===== src/rtl/osc_ctrl_pkg.sv =====
// Shared definitions for the RC/crystal clock-source controller.
// Holds the FSM state encoding and a width helper for parameter-sized counters.
package osc_ctrl_pkg;

  localparam int STATE_W = 3;
  localparam int COUNT_W = 16;

  typedef enum logic [STATE_W-1:0] {
    RC_RUN   = 3'd0,
    QUALIFY  = 3'd1,
    SW_XTL   = 3'd2,
    XTL_RUN  = 3'd3,
    SW_RC    = 3'd4,
    FALLBACK = 3'd5
  } osc_state_e;

  // Bits needed to hold any value in 0..max_val (at least one bit).
  function automatic int cnt_width(input int max_val);
    return (max_val < 2) ? 1 : $clog2(max_val + 1);
  endfunction

endpackage


===== src/rtl/osc_win_meter.sv =====
// Crystal tick meter: counts xtl_tick pulses over a fixed window of CLK cycles
// and reports the closing count plus an in-range flag on the terminal cycle.
module osc_win_meter
  import osc_ctrl_pkg::*;
#(
  parameter int WIN_CYCLES = 1000,
  parameter int TICK_MIN   = 190,
  parameter int TICK_MAX   = 210
) (
  input  logic               clk,
  input  logic               rst,
  input  logic               xtl_tick,
  output logic               win_done,
  output logic [COUNT_W-1:0] count,
  output logic               good
);

  localparam int WIN_W = cnt_width(WIN_CYCLES - 1);
  localparam logic [WIN_W-1:0] WIN_LAST = WIN_W'(WIN_CYCLES - 1);

  logic [WIN_W-1:0]   win_cnt;
  logic [COUNT_W-1:0] tick_cnt;
  logic [COUNT_W-1:0] tick_next;

  assign win_done = (win_cnt == WIN_LAST);

  // tick_next already includes a tick arriving on the closing cycle
  assign tick_next = (tick_cnt == '1) ? tick_cnt : tick_cnt + COUNT_W'(xtl_tick);

  // good is only meaningful together with win_done
  assign good = (tick_next >= COUNT_W'(TICK_MIN)) && (tick_next <= COUNT_W'(TICK_MAX));

  always_ff @(posedge clk or posedge rst) begin
    if (rst) begin
      win_cnt  <= '0;
      tick_cnt <= '0;
      count    <= '0;
    end else if (win_done) begin
      win_cnt  <= '0;
      tick_cnt <= '0;
      count    <= tick_next;
    end else begin
      win_cnt  <= win_cnt + WIN_W'(1);
      tick_cnt <= tick_next;
    end
  end

endmodule


===== src/rtl/osc_source_ctrl.sv =====
// Clock-source controller: qualifies the crystal over several measurement
// windows, hands the clock mux over to it, and falls back to RC on failure.
module osc_source_ctrl
  import osc_ctrl_pkg::*;
#(
  parameter int WIN_CYCLES     = 1000,
  parameter int TICK_MIN       = 190,
  parameter int TICK_MAX       = 210,
  parameter int STABLE_WINDOWS = 4,
  parameter int ACK_TIMEOUT    = 255
) (
  input  logic               CLK,
  input  logic               RESET,
  input  logic               xtl_tick,
  input  logic               xtl_en_req,
  input  logic               sel_ack,
  input  logic               clr_fail,
  output logic               sel_xtl,
  output logic               using_xtl,
  output logic               xtl_fail,
  output logic [COUNT_W-1:0] win_count,
  output logic [STATE_W-1:0] state
);

  localparam int GOOD_W = cnt_width(STABLE_WINDOWS);
  localparam int TO_W   = cnt_width(ACK_TIMEOUT);
  localparam logic [GOOD_W-1:0] GOOD_TARGET = GOOD_W'(STABLE_WINDOWS);
  localparam logic [TO_W-1:0]   TO_LAST     = TO_W'(ACK_TIMEOUT - 1);

  osc_state_e        cur_state;
  osc_state_e        next_state;
  logic              win_done;
  logic              win_good;
  logic [GOOD_W-1:0] good_cnt;
  logic [GOOD_W-1:0] good_next;
  logic [TO_W-1:0]   to_cnt;
  logic              timeout;
  logic              in_switch;
  logic              fail_set;
  logic              sel_next;
  logic              using_next;

  osc_win_meter #(
    .WIN_CYCLES (WIN_CYCLES),
    .TICK_MIN   (TICK_MIN),
    .TICK_MAX   (TICK_MAX)
  ) u_meter (
    .clk      (CLK),
    .rst      (RESET),
    .xtl_tick (xtl_tick),
    .win_done (win_done),
    .count    (win_count),
    .good     (win_good)
  );

  // Mux handshake: sel_xtl is a level request, sel_ack a level acknowledge that
  // mirrors the selection actually in force; a switch completes when they agree
  // and is abandoned if they still disagree after ACK_TIMEOUT cycles.
  assign in_switch = (cur_state == SW_XTL) || (cur_state == SW_RC) || (cur_state == FALLBACK);
  assign timeout   = (to_cnt == TO_LAST);

  always_comb begin
    good_next = good_cnt;
    if (cur_state != QUALIFY) begin
      good_next = '0;
    end else if (win_done) begin
      if (!win_good)                  good_next = '0;
      else if (good_cnt != GOOD_TARGET) good_next = good_cnt + GOOD_W'(1);
    end
  end

  // State register plus registered outputs
  always_ff @(posedge CLK or posedge RESET) begin
    if (RESET) begin
      cur_state <= RC_RUN;
      good_cnt  <= '0;
      to_cnt    <= '0;
      xtl_fail  <= 1'b0;
      sel_xtl   <= 1'b0;
      using_xtl <= 1'b0;
    end else begin
      cur_state <= next_state;
      good_cnt  <= good_next;
      if (next_state != cur_state) to_cnt <= '0;
      else if (in_switch && !timeout) to_cnt <= to_cnt + TO_W'(1);
      xtl_fail  <= fail_set | (xtl_fail & ~clr_fail);
      sel_xtl   <= sel_next;
      using_xtl <= using_next;
    end
  end

  always_comb begin
    next_state = cur_state;
    fail_set   = 1'b0;
    case (cur_state)
      RC_RUN: begin
        if (xtl_en_req && !xtl_fail) next_state = QUALIFY;
      end
      QUALIFY: begin
        if (!xtl_en_req)                 next_state = RC_RUN;
        else if (good_next == GOOD_TARGET) next_state = SW_XTL;
      end
      SW_XTL: begin
        if (sel_ack) begin
          next_state = XTL_RUN;
        end else if (timeout) begin
          next_state = FALLBACK;
          fail_set   = 1'b1;
        end
      end
      XTL_RUN: begin
        // a failing crystal outranks a simultaneous software release
        if (win_done && !win_good) begin
          next_state = FALLBACK;
          fail_set   = 1'b1;
        end else if (!xtl_en_req) begin
          next_state = SW_RC;
        end
      end
      SW_RC: begin
        if (!sel_ack) begin
          next_state = RC_RUN;
        end else if (timeout) begin
          next_state = RC_RUN;
          fail_set   = 1'b1;
        end
      end
      FALLBACK: begin
        if (!sel_ack || timeout) next_state = RC_RUN;
      end
      default: next_state = RC_RUN;
    endcase
  end

  always_comb begin
    sel_next   = (next_state == SW_XTL) || (next_state == XTL_RUN);
    using_next = (next_state == XTL_RUN);
  end

  assign state = cur_state;

endmodule


===== config.mk =====
export PLATFORM = sky130hd
export DESIGN_NAME = osc_source_ctrl
export DESIGN_NICKNAME = d
export VERILOG_FILES = /design/src/rtl/osc_ctrl_pkg.sv /design/src/rtl/osc_win_meter.sv /design/src/rtl/osc_source_ctrl.sv
export SDC_FILE = /design/constraint.sdc
export NUM_CORES = 1
export LEC_CHECK = 0
export CORE_ASPECT_RATIO = 1.1
export CORE_MARGIN = 2
export CORE_UTILIZATION = 60
export DETAILED_ROUTE_END_ITERATION = 6
export HOLD_SLACK_MARGIN = 0.02
export PLACE_DENSITY = 0.82
export SLEW_MARGIN = 30
export SYNTH_ARGS = -nofsm -noshare
export SYNTH_HDL_FRONTEND = slang
export SYNTH_SLANG_ARGS = --single-unit

===== constraint.sdc =====
create_clock -name CLK -period 7.6 [get_ports CLK]
set_input_delay 1.52 -clock CLK [delete_from_list [all_inputs] [get_ports CLK]]
set_output_delay 1.52 -clock CLK [all_outputs]
set_load 0.03 [all_outputs]

==> flow_metrics.tcl <==
set metrics [dict create \
    status "complete, no violations" \
    crit_path_start "xtl_tick" \
    reg2reg_from "u_meter.tick_cnt[2]" \
    hold_path_class "reg -> reg" \
    cts.htree.levels 3 \
    synth.distinct_cells 64 \
    setup_tns_ns 0 \
    grt-ovfl-total 0 \
    post-route-period-util_pct 60.7 \
    drive_gt1_share_pct 9.11 \
    die_w_um 77.4 \
    path_class "in -> reg" \
    synth_cells 411 \
    start_kind "primary input" \
    initial_utilization_pct 62.0 \
    syn_to_final_growth_pct 14.7 \
    syn_area_sq_um 3560 \
    fp-row-count 29 \
    cts_tree "built" \
    routed_wl_mm 8.24 \
    grt_pass1_wl_mm 14.2 \
    fmax_ghz 0.217 \
    cts_hold_buf 0 \
    vias 3253 \
    clockRootBuffer "clkbuf_8" \
    slowest_stage "a2111oi_4" \
    fp.dieArea_sq_um 6560 \
    numCtsBuffers 9 \
    fin_skew_ns 0.0105 \
    grt_pass1_vias 3089 \
    clkLatencyLatePin_ns 0.33 \
    setup_viol 0 \
    finalHoldWorstSlack_ns 0.479 \
    placed_area_sq_um 3850 \
    syn_avg_cell_area_sq_um 8.65 \
    clockBufferDepth 2 \
    gp_congestion 0.949 \
    hold_viol_final 0 \
    cts_setup_buffers 0 \
    path_max_fanout 13 \
    power_density_nw_per_um2 222 \
    endpoint_kind "register" \
    antenna_cells 0 \
    synth_nets 425 \
    synthArstFlopShare_pct 100 \
    synth_warnings 0 \
    maxCapViolations 0 \
    ios 28 \
    synth_edf_count 0 \
    grt_util_all_layers_pct 27.1 \
    grt_max_degree 60 \
    yosys_register_bits 59 \
    leakage_uw 0.00170 \
    clk_pin_slew_ns 0.07 \
    cts_resized 0 \
    final_nets 448 \
    port_buffers 27 \
    slew_viol_final 0 \
    crit_arrival_ns 4.84 \
    antenna_found_initial 0 \
    die_y_um 84.8 \
    drcViolationCount 0 \
    worst_slew_pin_slew_ns 0.931 \
    cpPeakStageDelay_ns 0.78 \
    crit_chain "clkdlybuf4s50_1 -> ha_1 -> nand3_1 -> or3_1 -> o21ai_0 -> nand4_1 -> a2111oi_4 -> a41oi_1 -> and2_1" \
    rsz0062_at_grt "no" \
    synth.yosys.seq_area_share_pct 41.5 \
    endpoint "using_xtl" \
    first_pass_iters 7 \
    worstReg2RegEnd "using_xtl" \
    cts_sinks 59 \
    fin_util_pct 71.2 \
    design_area_sq_um 4080 \
    critical_path_required_ns 7.82 \
    synth_ff_type "dfrtp_1" \
    hpwl_mm 5.74 \
    coreArea_sq_um 5730 \
    period_needed_ns 4.61 \
    ant_nets 0 \
    wire_per_inst_um 16.0 \
    drtIter0Drc 238 \
    ir_worst_vdd_v 0.000260 \
    relSlewSlack_pct 37.8 \
    vias_per_cell 6.30 \
    ff2ff_setup_slack_ns 4.26 \
    reg2regPathDepth 7 \
]
-- synth_stat cells, drive strengths merged (3+ instances only) --
cell type / instances / area share [%]
dfrtp: 59 / 42
o21ai: 47 / 6.7
nor2: 41 / 4.3
nand2: 40 / 4.2
nand3: 19 / 2.8
inv: 17 / 1.8
nand4: 17 / 3.0
a21oi: 14 / 2.0
or3: 13 / 2.3
nor3: 12 / 1.8
clkbuf: 11 / 1.2
xnor2: 11 / 2.7
nor4: 10 / 1.8
buf: 8 / 1.5
ha: 8 / 2.8
a211oi: 6 / 1.3
a31oi: 6 / 1.1
xor2: 6 / 1.5
and2: 5 / 0.95
nor2b: 5 / 0.88
o31ai: 5 / 1.2
a31o: 4 / 0.98
and3: 4 / 0.70
nand2b: 3 / 0.53
or3b: 3 / 0.74
or4: 3 / 0.74
-- worst max-delay path, delay by kind of cell --
family | cells | cell delay [ns]
AO/OA/AOI/OAI | 3 | 1.35
adder cells (fa/ha/maj) | 1 | 0.24
buffers and inverters | 1 | 0.47
AND/OR/NAND/NOR | 4 | 1.26
-- worst min path at each step --
stage	startpoint	endpoint	slack, ns	depth (start not counted)
2_1_floorplan	u_meter.win_cnt[0]	u_meter.win_cnt[0]	0.45	1
3_3_place_gp	u_meter.count[13]	u_meter.count[13]	0.46	2
3_5_place_dp	u_meter.count[11]	u_meter.count[11]	0.47	2
4_1_cts	u_meter.count[11]	u_meter.count[11]	0.48	2
5_1_grt	u_meter.count[14]	u_meter.count[14]	0.52	2
6_report	u_meter.count[11]	u_meter.count[11]	0.48	2
-- layer usage --
layer	GRT usage, %	wire, um
met3	5.48	497
met5	0	0
met2	45.1	4090
met1	34.5	3410
met4	12.0	242
-- cell families (layout without fill, tap and decap cells) --
group | after synthesis | after routing | share of synthesized area (%)
AOI/OAI and AO/OA | 106 | 106 | 19.8
xor gates and xnor gates | 17 | 17 | 4.19
adders and majority gates | 8 | 8 | 2.81
buffers and inverters | 36 | 64 | 4.57
DFF | 59 | 59 | 41.5
and+or+nand+nor | 185 | 185 | 27.1
-- metrics by stage --
stage	setup slack, ns	instances	power, uW
after floorplan	3.92	411	536
after global placement	3.00	500	573
after detailed placement	2.75	500	582
after CTS	3.03	516	908
after global routing	2.79	516	959
final	2.99	516	908
-- cell usage in the layout, fill, tap and decap left out, types with 3 or more instances in the layout --
cell | synthesis | layout
a211oi_1 | 6 | 6
a21oi_1 | 14 | 14
a31o_2 | 4 | 4
a31oi_1 | 6 | 6
and2_1 | 4 | 4
and3_1 | 4 | 4
buf_4 | 1 | 4
clkbuf_8 | 0 | 11
clkdlybuf4s50_1 | 0 | 27
clkinv_2 | 0 | 3
dfrtp_1 | 59 | 59
ha_1 | 8 | 8
inv_1 | 17 | 16
nand2_1 | 40 | 40
nand2b_1 | 3 | 3
nand3_1 | 18 | 18
nand4_1 | 17 | 17
nor2_1 | 41 | 41
nor2b_1 | 5 | 5
nor3_1 | 11 | 11
nor4_1 | 10 | 10
o21ai_0 | 46 | 46
o31ai_1 | 4 | 4
or3_1 | 13 | 13
or3b_2 | 3 | 3
xnor2_1 | 11 | 11
xor2_1 | 6 | 6
-- state kept, by name, summed over array words and instances (netlist names) --
register and cells:
good_cnt 3, sel_xtl 1, state 3, to_cnt 8, u_meter.count 16, u_meter.tick_cnt 16
u_meter.win_cnt 10, using_xtl 1, xtl_fail 1
-- report_power, final --
part	total [uW]	switching (uW)	internal (uW)
registers	393	55.4	338
clock network	323	122	201
logic	192	124	67.1
total	908	302	606
-- cell type report --
| class | count | area [sq um] |
|---|---|---|
| clock inverter | 5 | 75.1 |
| multi-input combinational | 316 | 1920 |
| tap | 77 | 96.3 |
| inverter | 17 | 63.8 |
| timing repair buffer | 31 | 300 |
| fill | 466 | 1650 |
| clock buffer | 11 | 151 |
| sequential | 59 | 1480 |
Power figures use the tool's default switching activity.
